[config.mk]
export PLATFORM = sky130hd
export DESIGN_NAME = move_input_ctrl
export DESIGN_NICKNAME = d
export VERILOG_FILES = /design/src/rtl/move_input_ctrl.sv
export SDC_FILE = /design/constraint.sdc
export NUM_CORES = 1
export LEC_CHECK = 0
export ABC_CLOCK_PERIOD_IN_PS = 2250
export CORE_AREA = 5 5 105 107
export CTS_CLUSTER_SIZE = 16
export DETAILED_ROUTE_END_ITERATION = 10
export DIE_AREA = 0 0 110 112
export PLACE_DENSITY_LB_ADDON = 0.2
export SLEW_MARGIN = 20
export SYNTH_ARGS = -nofsm -noshare
export SYNTH_HDL_FRONTEND = slang
export SYNTH_SLANG_ARGS = --single-unit
[constraint.sdc]
create_clock -name clk -period 2.25 [get_ports clk]
set_clock_uncertainty 0.2 [all_clocks]
set_input_delay 0.45 -clock clk [delete_from_list [all_inputs] [get_ports clk]]
set_output_delay 0.45 -clock clk [all_outputs]
set_load 0.02 [all_outputs]
[src/rtl/move_input_ctrl.sv]
// Board direction buttons -> synchronised, debounced, rate-limited one-cycle move requests.
// Optional feature macro MOVE_AUTOREPEAT_EN: auto-repeat while held (otherwise one pulse per press).
module move_input_ctrl #(
  parameter int DEBOUNCE_CYCLES = 500_000,
  parameter int REPEAT_DELAY    = 25_000_000,
  parameter int REPEAT_PERIOD   = 5_000_000,
  parameter int CNT_W           = 25
) (
  input  logic clk,
  input  logic reset,
  input  logic btn_up,
  input  logic btn_down,
  input  logic btn_left,
  input  logic btn_right,
  input  logic gamerun,
  output logic up,
  output logic down,
  output logic left,
  output logic right,
  output logic any_held
);

  localparam int NB = 4;
  localparam logic [CNT_W-1:0] ONE     = CNT_W'(1);
  localparam logic [CNT_W-1:0] DB_LAST = CNT_W'(DEBOUNCE_CYCLES - 1);
`ifdef MOVE_AUTOREPEAT_EN
  localparam logic [CNT_W-1:0] RD_LAST = CNT_W'(REPEAT_DELAY - 1);
  localparam logic [CNT_W-1:0] RP_LAST = CNT_W'(REPEAT_PERIOD - 1);
`endif

  if (DEBOUNCE_CYCLES < 2 || REPEAT_DELAY < 2 || REPEAT_PERIOD < 2 || CNT_W < 1 || CNT_W > 31)
  begin : g_param_check
    $error("move_input_ctrl: invalid parameter set");
  end

  typedef enum logic [1:0] {
    IDLE   = 2'd0,
    LOCK   = 2'd1
`ifdef MOVE_AUTOREPEAT_EN
    ,
    DELAY  = 2'd2,
    REPEAT = 2'd3
`endif
  } state_e;

  logic [NB-1:0]    raw;
  logic [NB-1:0]    s1_q, s2_q;
  logic [NB-1:0]    stable_q, stable_d;
  logic [CNT_W-1:0] dcnt_q [NB];
  logic [CNT_W-1:0] dcnt_d [NB];
  state_e           st_q [NB];
  state_e           st_d [NB];
  logic [NB-1:0]    due;
  logic [NB-1:0]    pulse_q, pulse_d;
`ifdef MOVE_AUTOREPEAT_EN
  logic [CNT_W-1:0] rcnt_q [NB];
  logic [CNT_W-1:0] rcnt_d [NB];
`endif

  // Bit order everywhere: 0=up, 1=down, 2=left, 3=right.
  assign raw = {btn_right, btn_left, btn_down, btn_up};

  always_comb begin
    for (int i = 0; i < NB; i++) begin
      stable_d[i] = stable_q[i];
      dcnt_d[i]   = '0;
      if (s2_q[i] != stable_q[i]) begin
        if (dcnt_q[i] == DB_LAST) stable_d[i] = s2_q[i];
        else                      dcnt_d[i]   = dcnt_q[i] + ONE;
      end
    end
  end

  // Release always wins; a stop in play while held parks the button in LOCK until release.
  always_comb begin
    for (int i = 0; i < NB; i++) begin
      st_d[i] = st_q[i];
      due[i]  = 1'b0;
`ifdef MOVE_AUTOREPEAT_EN
      rcnt_d[i] = rcnt_q[i];
`endif
      if (!stable_q[i]) begin
        st_d[i] = IDLE;
      end else if (!gamerun) begin
        st_d[i] = LOCK;
      end else begin
        case (st_q[i])
          IDLE: begin
            due[i] = 1'b1;
`ifdef MOVE_AUTOREPEAT_EN
            rcnt_d[i] = '0;
            st_d[i]   = DELAY;
`else
            st_d[i]   = LOCK;
`endif
          end
`ifdef MOVE_AUTOREPEAT_EN
          DELAY: begin
            if (rcnt_q[i] == RD_LAST) begin
              due[i]    = 1'b1;
              rcnt_d[i] = '0;
              st_d[i]   = REPEAT;
            end else begin
              rcnt_d[i] = rcnt_q[i] + ONE;
            end
          end
          REPEAT: begin
            if (rcnt_q[i] == RP_LAST) begin
              due[i]    = 1'b1;
              rcnt_d[i] = '0;
            end else begin
              rcnt_d[i] = rcnt_q[i] + ONE;
            end
          end
`endif
          LOCK:    st_d[i] = LOCK;
          default: st_d[i] = IDLE;
        endcase
      end
    end
  end

  // Opposing directions cancel; orthogonal ones pass together.
  always_comb begin
    pulse_d[0] = due[0] & ~due[1];
    pulse_d[1] = due[1] & ~due[0];
    pulse_d[2] = due[2] & ~due[3];
    pulse_d[3] = due[3] & ~due[2];
  end

  always_ff @(posedge clk) begin
    if (reset) begin
      s1_q     <= '0;
      s2_q     <= '0;
      stable_q <= '0;
      pulse_q  <= '0;
      for (int i = 0; i < NB; i++) begin
        dcnt_q[i] <= '0;
        st_q[i]   <= IDLE;
`ifdef MOVE_AUTOREPEAT_EN
        rcnt_q[i] <= '0;
`endif
      end
    end else begin
      s1_q     <= raw;
      s2_q     <= s1_q;
      stable_q <= stable_d;
      pulse_q  <= pulse_d;
      for (int i = 0; i < NB; i++) begin
        dcnt_q[i] <= dcnt_d[i];
        st_q[i]   <= st_d[i];
`ifdef MOVE_AUTOREPEAT_EN
        rcnt_q[i] <= rcnt_d[i];
`endif
      end
    end
  end

  assign up       = pulse_q[0];
  assign down     = pulse_q[1];
  assign left     = pulse_q[2];
  assign right    = pulse_q[3];
  assign any_held = |stable_q;

endmodule
* Yosys cells after proc, flatten, opt, wreduce, memory -nomap -nowiden
Memory sizes are Yosys's and may differ from the RTL's.
Index checks and enable logic that the tools add are counted.
** Word-level totals
- Flip-flop bits (word level) :: 16
- Latch bits :: 0
- Bits in writable memories :: 104
- ROM bits :: 0
- Input port bits :: 7
- Output and inout bits :: 5
- Logic and storage cells :: 97
- Memories :: 2
** Memory list
- dcnt_q :: words 4, bits a word 25, read ports 4, clocked after Yosys merged registers in 0, write ports 4, RTL line 49 : logic [CNT_W-1:0] dcnt_q [NB];
- st_q :: words 4, bits a word 1, read ports 4, clocked after Yosys merged registers in 0, write ports 4, RTL line 51 : state_e st_q [NB];
** Cells by class
- Add/subtract/negate cells :: 4
- Multipliers :: 0
- Divide/modulo/power cells :: 0
- $lt $le $gt $ge :: 0
- Equal/unequal tests :: 12
- Shift-type cells :: 0
- Mux-type cells :: 43
- Bitwise logic cells :: 16
- Reduce and logical (&&, ||, !) cells :: 13
** Operator list (number)
- two-way mux 25 bit :: 12
- adder 25 x 1 -> 25 bit, second input constant :: 4
- equality test 25 x 19 -> 1 bit, second input constant :: 4
- two-way mux 1 bit :: 31
- equality test 2 x 1 -> 1 bit, second input constant :: 4
- logical NOT 2 bit :: 4
- OR 1 bit :: 8
- AND reduction 2 bit :: 4
- OR reduction 2 bit :: 4
- bitwise AND 1 bit :: 4
- != test 1 bit :: 4
- NOT 1 bit :: 4
- OR reduction 4 bit :: 1

* Longest topological paths before layout
Gate-level depths: netlist (run 1).
An unclocked memory read counts as a cell.
- Depth in word-level cells :: 7
- Depth in mapped cells :: 6
- Gate-level depth less buffers :: 5

* Worst setup path before layout (run 1)
No wires, ideal clock.
- Kind :: register to register
- Start point :: mem dcnt_q[1][0]
- End point :: mem dcnt_q[1][24]
- Setup time :: 66 ps
- Data arrival time :: 1957 ps
- Data required time :: 1984 ps
- Slack :: 27 ps
- Cell stages (with the launch flop) :: 7
- Buffers on the path :: 1
- Period minus slack after synthesis :: 2223 ps
- Path through :: dfxtp_1 -> ha_1 -> nand4_2 -> or4_1 -> buf_2 -> or4_4 -> a21oi_2
** RTL lines (RTL line)
- start: declaration :: 49

* Final worst setup path (run 1)
- Start point :: reg stable_q[2]
- End point :: out any_held
** Between the ends
- Longest elaborated chain between the ends :: 1
** RTL lines
- start: declaration :: RTL line 48 : logic [NB-1:0] stable_q, stable_d;
- start signal: assignment :: RTL line 147 : stable_q <= stable_d;
- OR reduction 4 bit :: RTL line 163 : assign any_held = |stable_q;
- end: declaration :: RTL line 20 : output logic any_held
Every way passes these cells.

==> impl_results.md, run 1 <==
- TritonCTS clock tree: done
- RSZ-0062 raised after global routing: no
- Critical Path RT: 1.60 ns
- GR Util All Layers: 19.39%
- Die area: 12320 um2
- Die height: 112 um
- Clk buf depth: 2
- WL met3: 410 um
- Setup TNS: 0 ns
- Relative slew slack: 57.19%
- XOR/XNOR Fraction of Synth Area: 8.754%
- Wirelength, routed: 10980 um
- PD cells: 764.8 nW/um2
- DR DRC count: 0
- Syn nets: 625
- Fmax: 457.6 MHz
- CTS Hold Bufs: 0
- GP Congestion: 0.8464
- Final setup viols: 0
- # IOs: 12
- Met1 WL: 5090 um
- Critical path class: register to output pin
- First-pass GRT wire length: 19330 um
- CP Cell Sequence: or4_4 > buf_6
- Highest routed layer: met4
- Ys Warns: 0
- Post-Synth Adder-Cell Area: 0.9438%
- Via density: 5.661
- Final Hold Fails: 0
- Final period util: 97.13%
- Initial antenna violation count: 0
- Peak VDD IR: 0.5939 mV
- Largest net degree at the start of global routing: 26
- Overflow after GRT: 0
- Status: complete, no violations
- Final nets: 664
- CTS Sinks: 120
- Max FO, Critical Path: 2
- Final Max Slew Viols: 0
- Post-synthesis mux area share: 0%
- Die width: 110 um
- Initial Utilization: 52.78%
- Synth Area in Compound Gates: 10.29%
- Dominant delay contributor by cell family on the critical path: simple AND/OR/NAND/NOR gates
- Finished Core Util: 63.10%
- Leak pwr: 0.001944 uW
- ANT nets after route: 0
- Gate Count Post-Synth: 614
- DR vias: 4540
- CP Launch Type: register
- Share of layout cells above drive strength 1: 11.41%
- Final design area excluding fillers: 6339 um2
- WHS: 0.2229 ns
- Worst Path Buf+Inv: 1
- Minimum clock period: 2.185 ns
- Synthesized flop and latch total: 120
- Post-synth cell types: 40
- Syn_area_per_cell: 8.636 um2
- Async SR Flop Fraction: 0%
- Pre-Repair DR Iteration Count: 4
- Diode count: 0
- Core area: 10050 um2
- Top FF cell, synth: dfxtp_1
- Worst Path Arrival: 1.54 ns
- DR WL/cell: 13.69 um
- Max cap viols: 0
- CTS H-Tree Depth: 4
- Post-route insts no fill: 802
- Clock-pin slew on the worst setup and hold paths: 0.05 ns
- Synth Area in Simple Gates: 31.38%
- Vias in the first global route: 4369
- Critical Path End Type: output pin
- Area Overhead vs Synth: 19.54%
- Fillcell total: 875
- Root buf cell: clkbuf_8
- Largest family of logic cells by synthesized area: simple AND/OR/NAND/NOR gates
- Hold/Removal Path Class: register to register
- Clk_lat worst skew: 0.53 ns
- Placed Area: 5732 um2
- Site row count: 37
- Drt initial violations: 259
- Number of flops mapped to enable cells by yosys: 0
- Met2 WL: 5240 um
- TritonCTS Buffers: 17
- Crit path largest cell delay: 0.55 ns
- Register area: 2404 um2
- Placed cells: 770
- Area occupied by multi-input gates: 2749 um2
- Crit-path slowest cell: or4_4
- Actual slew at the worst max-slew pin: 0.6362 ns
- Mapped Area: 5303 um2
- Sequential fraction of the synthesis area: 45.30%
- Number of I/O port buffers: 11
- Dpl hpwl: 7473 um
## layout make-up
class                           count  area share, %
Multi-Input combinational cell    453          43.37
Tap cell                          136          2.685
Clock inverter                      9          1.934
Inverter                           20          1.184
Sequential cell                   120          37.92
Timing Repair Buffer               41          5.705
Clock buffer                       23          7.205
## worst register-to-register path: cells and delay by family (launching register included)
family          cells  cell delay (ns)
simple gates        3             1.25
compound gates      1             0.19
flops               1             0.44
## cell families (layout without fill, tap and decap cells)
| kind of cell | Yosys count | in the layout |
|---|---|---|
| AO/OA/AOI/OAI | 97 | 97 |
| XOR/XNOR | 53 | 53 |
| adder cells (fa/ha/maj) | 4 | 4 |
| buffers and inverters | 41 | 93 |
| flip-flops | 120 | 120 |
| AND/OR/NAND/NOR | 299 | 299 |
## cell usage after synthesis, types with 2 or more instances
master | instances | area, um2
dfxtp_1 | 120 | 2402
nor2_1 | 68 | 255.2
a21oi_1 | 45 | 225.2
nand4_1 | 34 | 212.7
nand2_1 | 33 | 123.9
or3_1 | 33 | 206.5
nand3_1 | 32 | 160.2
o21ai_0 | 31 | 155.2
xnor2_1 | 31 | 271.5
xor2_1 | 22 | 192.7
inv_1 | 20 | 75.07
nor4_1 | 17 | 106.4
or4_1 | 17 | 127.6
clkbuf_1 | 15 | 56.30
nor2b_1 | 14 | 87.58
o31ai_1 | 11 | 82.58
and3_1 | 10 | 62.56
and4_1 | 10 | 87.58
nor3_1 | 9 | 45.04
nor4b_1 | 6 | 52.55
ha_1 | 4 | 50.05
and2_1 | 3 | 18.77
buf_2 | 3 | 15.01
nor3b_1 | 3 | 22.52
o21ai_1 | 3 | 15.01
a31o_2 | 2 | 17.52
buf_6 | 2 | 22.52
o41ai_1 | 2 | 17.52
or3b_2 | 2 | 17.52
or4b_1 | 2 | 20.02
## layout by cell type (no fill, tap or decap), drive strengths merged
| master | instances |
|---|---|
| a21oi | 46 |
| a31o | 2 |
| and2 | 3 |
| and3 | 10 |
| and4 | 11 |
| buf | 31 |
| bufinv | 3 |
| clkbuf | 23 |
| clkdlybuf4s50 | 10 |
| clkinv | 5 |
| clkinvlp | 1 |
| dfxtp | 120 |
| ha | 4 |
| inv | 20 |
| nand2 | 33 |
| nand2b | 1 |
| nand3 | 32 |
| nand3b | 1 |
| nand4 | 35 |
| nor2 | 68 |
| nor2b | 14 |
| nor3 | 9 |
| nor3b | 3 |
| nor4 | 17 |
| nor4b | 6 |
| nor4bb | 1 |
| o21ai | 35 |
| o21bai | 1 |
| o31ai | 11 |
| o41ai | 2 |
| or3 | 33 |
| or3b | 2 |
| or4 | 18 |
| or4b | 2 |
| xnor2 | 31 |
| xor2 | 22 |
## sequential cells by signal, indices dropped and copies added (netlist names)
| name | count |
|---|---|
| s2_q | 4 |
| dcnt_q | 100 |
| st_q | 4 |
| s1_q | 4 |
| stable_q | 4 |
| pulse_q | 4 |
## final timing paths
check	slack, ns	startpoint	cells after the start	to
min	0.22	st_q[3]$_SDFF_PP0_	1	pulse_q[3]$_SDFF_PP0_
max reg2reg	0.10	dcnt_q[2][11]$_SDFF_PP0_	4	dcnt_q[2][17]$_SDFF_PP0_
min reg2reg	0.22	st_q[3]$_SDFF_PP0_	1	pulse_q[3]$_SDFF_PP0_
max	0.06	stable_q[2]$_SDFFE_PP0P_	2	any_held
## layer usage
metal / up-vias / global-route usage, %
met4: 0 / 9.726
met3: 22 / 5.623
met1: 2127 / 23.45
met2: 84 / 31.03
li1: 2307 / -
met5: - / 0
## stage by stage
stage          worst slack (ns)  power, uW
2_1_floorplan           0.02725       2213
3_3_place_gp             0.1408       2238
3_5_place_dp            0.06704       2240
4_1_cts                 0.01807       4899
5_1_grt                0.006407       5014
6_report                0.06451       4848
## what timing repair did
action                     in CTS  in global routing
setup endpoints to repair       1                 11
pin swaps                       0                  2
setup buffers                   0                  0
gates resized for setup         6                  8
gates cloned                    0                  0
## report_power, final
group,total (uW),internal (uW),switching [uW]
Clock,2650,1730,920
Combinational,54.3,25.8,28.6
Sequential,2140,2140,4.46
Total,4850,3900,953
Power figures use the tool's default switching activity.
==> run 2, diff against run 1 <==
Settings changed: CELL_PAD_IN_SITES_DETAIL_PLACEMENT from default to 0, CELL_PAD_IN_SITES_GLOBAL_PLACEMENT from default to 1, CORE_AREA 5 5 105 107 to 5 5 118 120, DIE_AREA 0 0 110 112 to 0 0 123 125, TNS_END_PERCENT from default to 50.
==> impl_results.md, run 2 (same netlist as run 1, synthesis figures left out) <==
- Die area: 15380 um2 (+25%)
- Setup TNS: 0 ns (unchanged)
- Crit-path slowest cell: or3_1
- CP Cell Sequence: nand4_1 > or3_1 > or4b_1 > a21oi_1
- Most frequent cells in the layout: dfxtp_1 (119), nor2_1 (68), a21oi_1 (45), nand4_1 (34)
- DR WL/cell: 12.92 um (-5.7%)
- Final Hold Fails: 0 (unchanged)
- Pre-CTS setup slack: 0.07823 ns (+0.01119 ns)
- Final period util: 95.20% (-1.9 points)
- Dominant delay contributor by cell family on the critical path: simple AND/OR/NAND/NOR gates
- Area Overhead vs Synth: 19.87%
- Via density: 5.290 (-6.6%)
- Max FO, Critical Path: 10 (+8)
- GP Congestion: 0.8061 (-4.8%)
- TritonCTS clock tree: done
- CTS H-Tree Depth: 4 (unchanged)
- Leak pwr: 0.001936 uW (-0.44%)
- Critical path class: register to register
- Drt initial violations: 325 (+25%)
- Post-route setup slack: 0.1080 ns (+0.04345 ns)
- Commonest non-fill, non-tap cell in the layout: dfxtp_1
- GR Util All Layers: 14.70% (-4.7 points)
- Dpl hpwl: 7430 um (-0.58%)
- Pre-Repair DR Iteration Count: 4 (unchanged)
- Clk_lat worst skew: 0.41 ns (-0.12 ns)
- CP Launch Type: register
- ANT nets after route: 0 (unchanged)
- Initial Utilization: 41.19% (-12 points)
- Worst Path Arrival: 2.29 ns (+0.75 ns)
- Register area: 2404 um2 (unchanged)
- Max reg flops: 100 (unchanged)
- Grt met1 use: 18.77% (-4.7 points)
- CTS Sinks: 120 (unchanged)
- Actual slew at the worst max-slew pin: 0.6639 ns (+0.02765 ns)
- Number of I/O port buffers: 11 (unchanged)
- First-pass GRT wire length: 18440 um (-4.6%)
- RSZ-0062 raised after global routing: yes
- Share of layout cells above drive strength 1: 10.86% (-0.55 points)
- Final nets: 664 (unchanged)
- Crit path largest cell delay: 0.56 ns (about the same)
- Core area: 12870 um2 (+28%)
- Site row count: 42 (+14%)
- Die height: 125 um (+12%)
- Final Max Slew Viols: 0 (unchanged)
- Wirelength, routed: 10840 um (-1.3%)
- Reg2reg end: dcnt_q[2][21]$_SDFF_PP0_
- M2 GR Usage: 23.06% (-8.0 points)
- Critical Path End Type: register
- DR DRC count: 0 (unchanged)
- R2R cell count: 4 (unchanged)
- Largest net degree at the start of global routing: 26 (unchanged)
- Final design area excluding fillers: 6356 um2 (+0.28%)
- DR vias: 4438 (-2.2%)
- Hold/Removal Path Class: register to register
- Diode count: 0 (unchanged)
- WP depth: 4 (+2)
- Vias in the first global route: 4025 (-7.9%)
- M3 GR Usage: 5.014% (-0.61 points)
- Placed Area: 5807 um2 (+1.3%)
- Crit path from: dcnt_q[2][11]$_SDFF_PP0_
- Root buf cell: clkbuf_16
- Critical Path RT: 2.40 ns (+0.80 ns)
- Relative slew slack: 55.33% (-1.9 points)
- Initial antenna violation count: 0 (unchanged)
- Flop-to-flop setup slack: 0.11 ns (about the same)
- Reg-to-reg startpoint: dcnt_q[2][11]$_SDFF_PP0_
- Post-CTS Setup Bufs: 0 (unchanged)
- Fillcell total: 1218 (+39%)
- Overflow after GRT: 0 (unchanged)
- Final setup viols: 0 (unchanged)
- Layer with the highest usage: met2
- Clk buf depth: 2 (unchanged)
- # IOs: 12 (unchanged)
- Clock-pin slew on the worst setup and hold paths: 0.05 ns (about the same)
- Die width: 123 um (+12%)
- Area occupied by multi-input gates: 2743 um2 (-0.23%)
- WHS: 0.2226 ns (-0.0002900 ns)
- Status: complete, no violations
- Worst Path Buf+Inv: 0 (-1)
- Peak VDD IR: 0.5108 mV (-14%)
- End of the critical path: dcnt_q[2][21]$_SDFF_PP0_
- PD cells: 728.4 nW/um2 (-4.8%)
- Hold depth: 1 (unchanged)
- Top reg by flops: dcnt_q
- Fmax: 466.8 MHz (+2.0%)
- Max cap viols: 0 (unchanged)
- TritonCTS Buffers: 17 (unchanged)
- Minimum clock period: 2.142 ns (-0.04345 ns)
==> run 2: changes by cell type in the layout (fill, tap and decap cells not counted), sizes merged <==
| cell | change |
|---|---|
| clkinv | -2 |
| bufinv | -3 |
| clkinvlp | -1 |
| clkbuf | +3 |
==> run 2: stage by stage <==
step                instances  util (%)  power (uW)
global placement          810     45.10        2242
detailed placement        810     45.10        2244
CTS                       839     49.26        4709
finish                    839     49.37        4630
floorplan                 614         -        2213
global route              839     49.37        4806
==> run 2: what timing repair did <==
| item | in CTS | in global routing |
|---|---|---|
| setup endpoints to repair | 1 | 11 |
| hold buffers | 0 | 0 |
| resized for setup | 3 | 7 |
| hold endpoints to repair | 0 | 0 |
==> run 2: how the worst min path moves through the flow <==
stage | start | endpoint | slack [ns]
detailed placement | st_q[3]$_SDFF_PP0_ | pulse_q[3]$_SDFF_PP0_ | 0.21
global route | st_q[3]$_SDFF_PP0_ | pulse_q[3]$_SDFF_PP0_ | 0.24
CTS | st_q[3]$_SDFF_PP0_ | pulse_q[3]$_SDFF_PP0_ | 0.22
global placement | st_q[3]$_SDFF_PP0_ | pulse_q[3]$_SDFF_PP0_ | 0.20
floorplan | st_q[3]$_SDFF_PP0_ | pulse_q[3]$_SDFF_PP0_ | 0.19
finish | st_q[3]$_SDFF_PP0_ | pulse_q[3]$_SDFF_PP0_ | 0.22
==> run 2: layout make-up <==
type,count,area share (%)
Inverter,20,1.181
Timing Repair Buffer,41,5.984
Sequential cell,120,37.82
Clock buffer,26,8.169
Tap cell,176,3.465
Multi-Input combinational cell,453,43.15
Clock inverter,3,0.2362
==> run 2: per-layer routing <==
layer / vias to the layer above / wire length (um)
met2: 41 / 5029
met1: 2079 / 5356
met5: - / 0
li1: 2306 / -
met4: 0 / 162
met3: 12 / 288
==> run 2: report_power, final <==
| group | leakage (uW) | switching, uW | internal, uW | total [uW] |
|---|---|---|---|---|
| Combinational | 0.000699 | 29.5 | 27.7 | 57.2 |
| Clock | 0.000268 | 876 | 1560 | 2430 |
| Sequential | 0.000969 | 4.14 | 2140 | 2140 |
| Total | 0.00194 | 910 | 3720 | 4630 |
==> run 2: worst reg2reg max path: stages (launching register included) <==
cell	delay, ns
dfxtp_1	0.41
nand4_1	0.23
or3_1	0.56
or4b_1	0.53
a21oi_1	0.14
==> run 3, diff against run 2 <==
Settings changed: SLEW_MARGIN 20 to default.
==> results of run 3 <==
No change in the layout: final DEF, timing and power equal those of run 2.
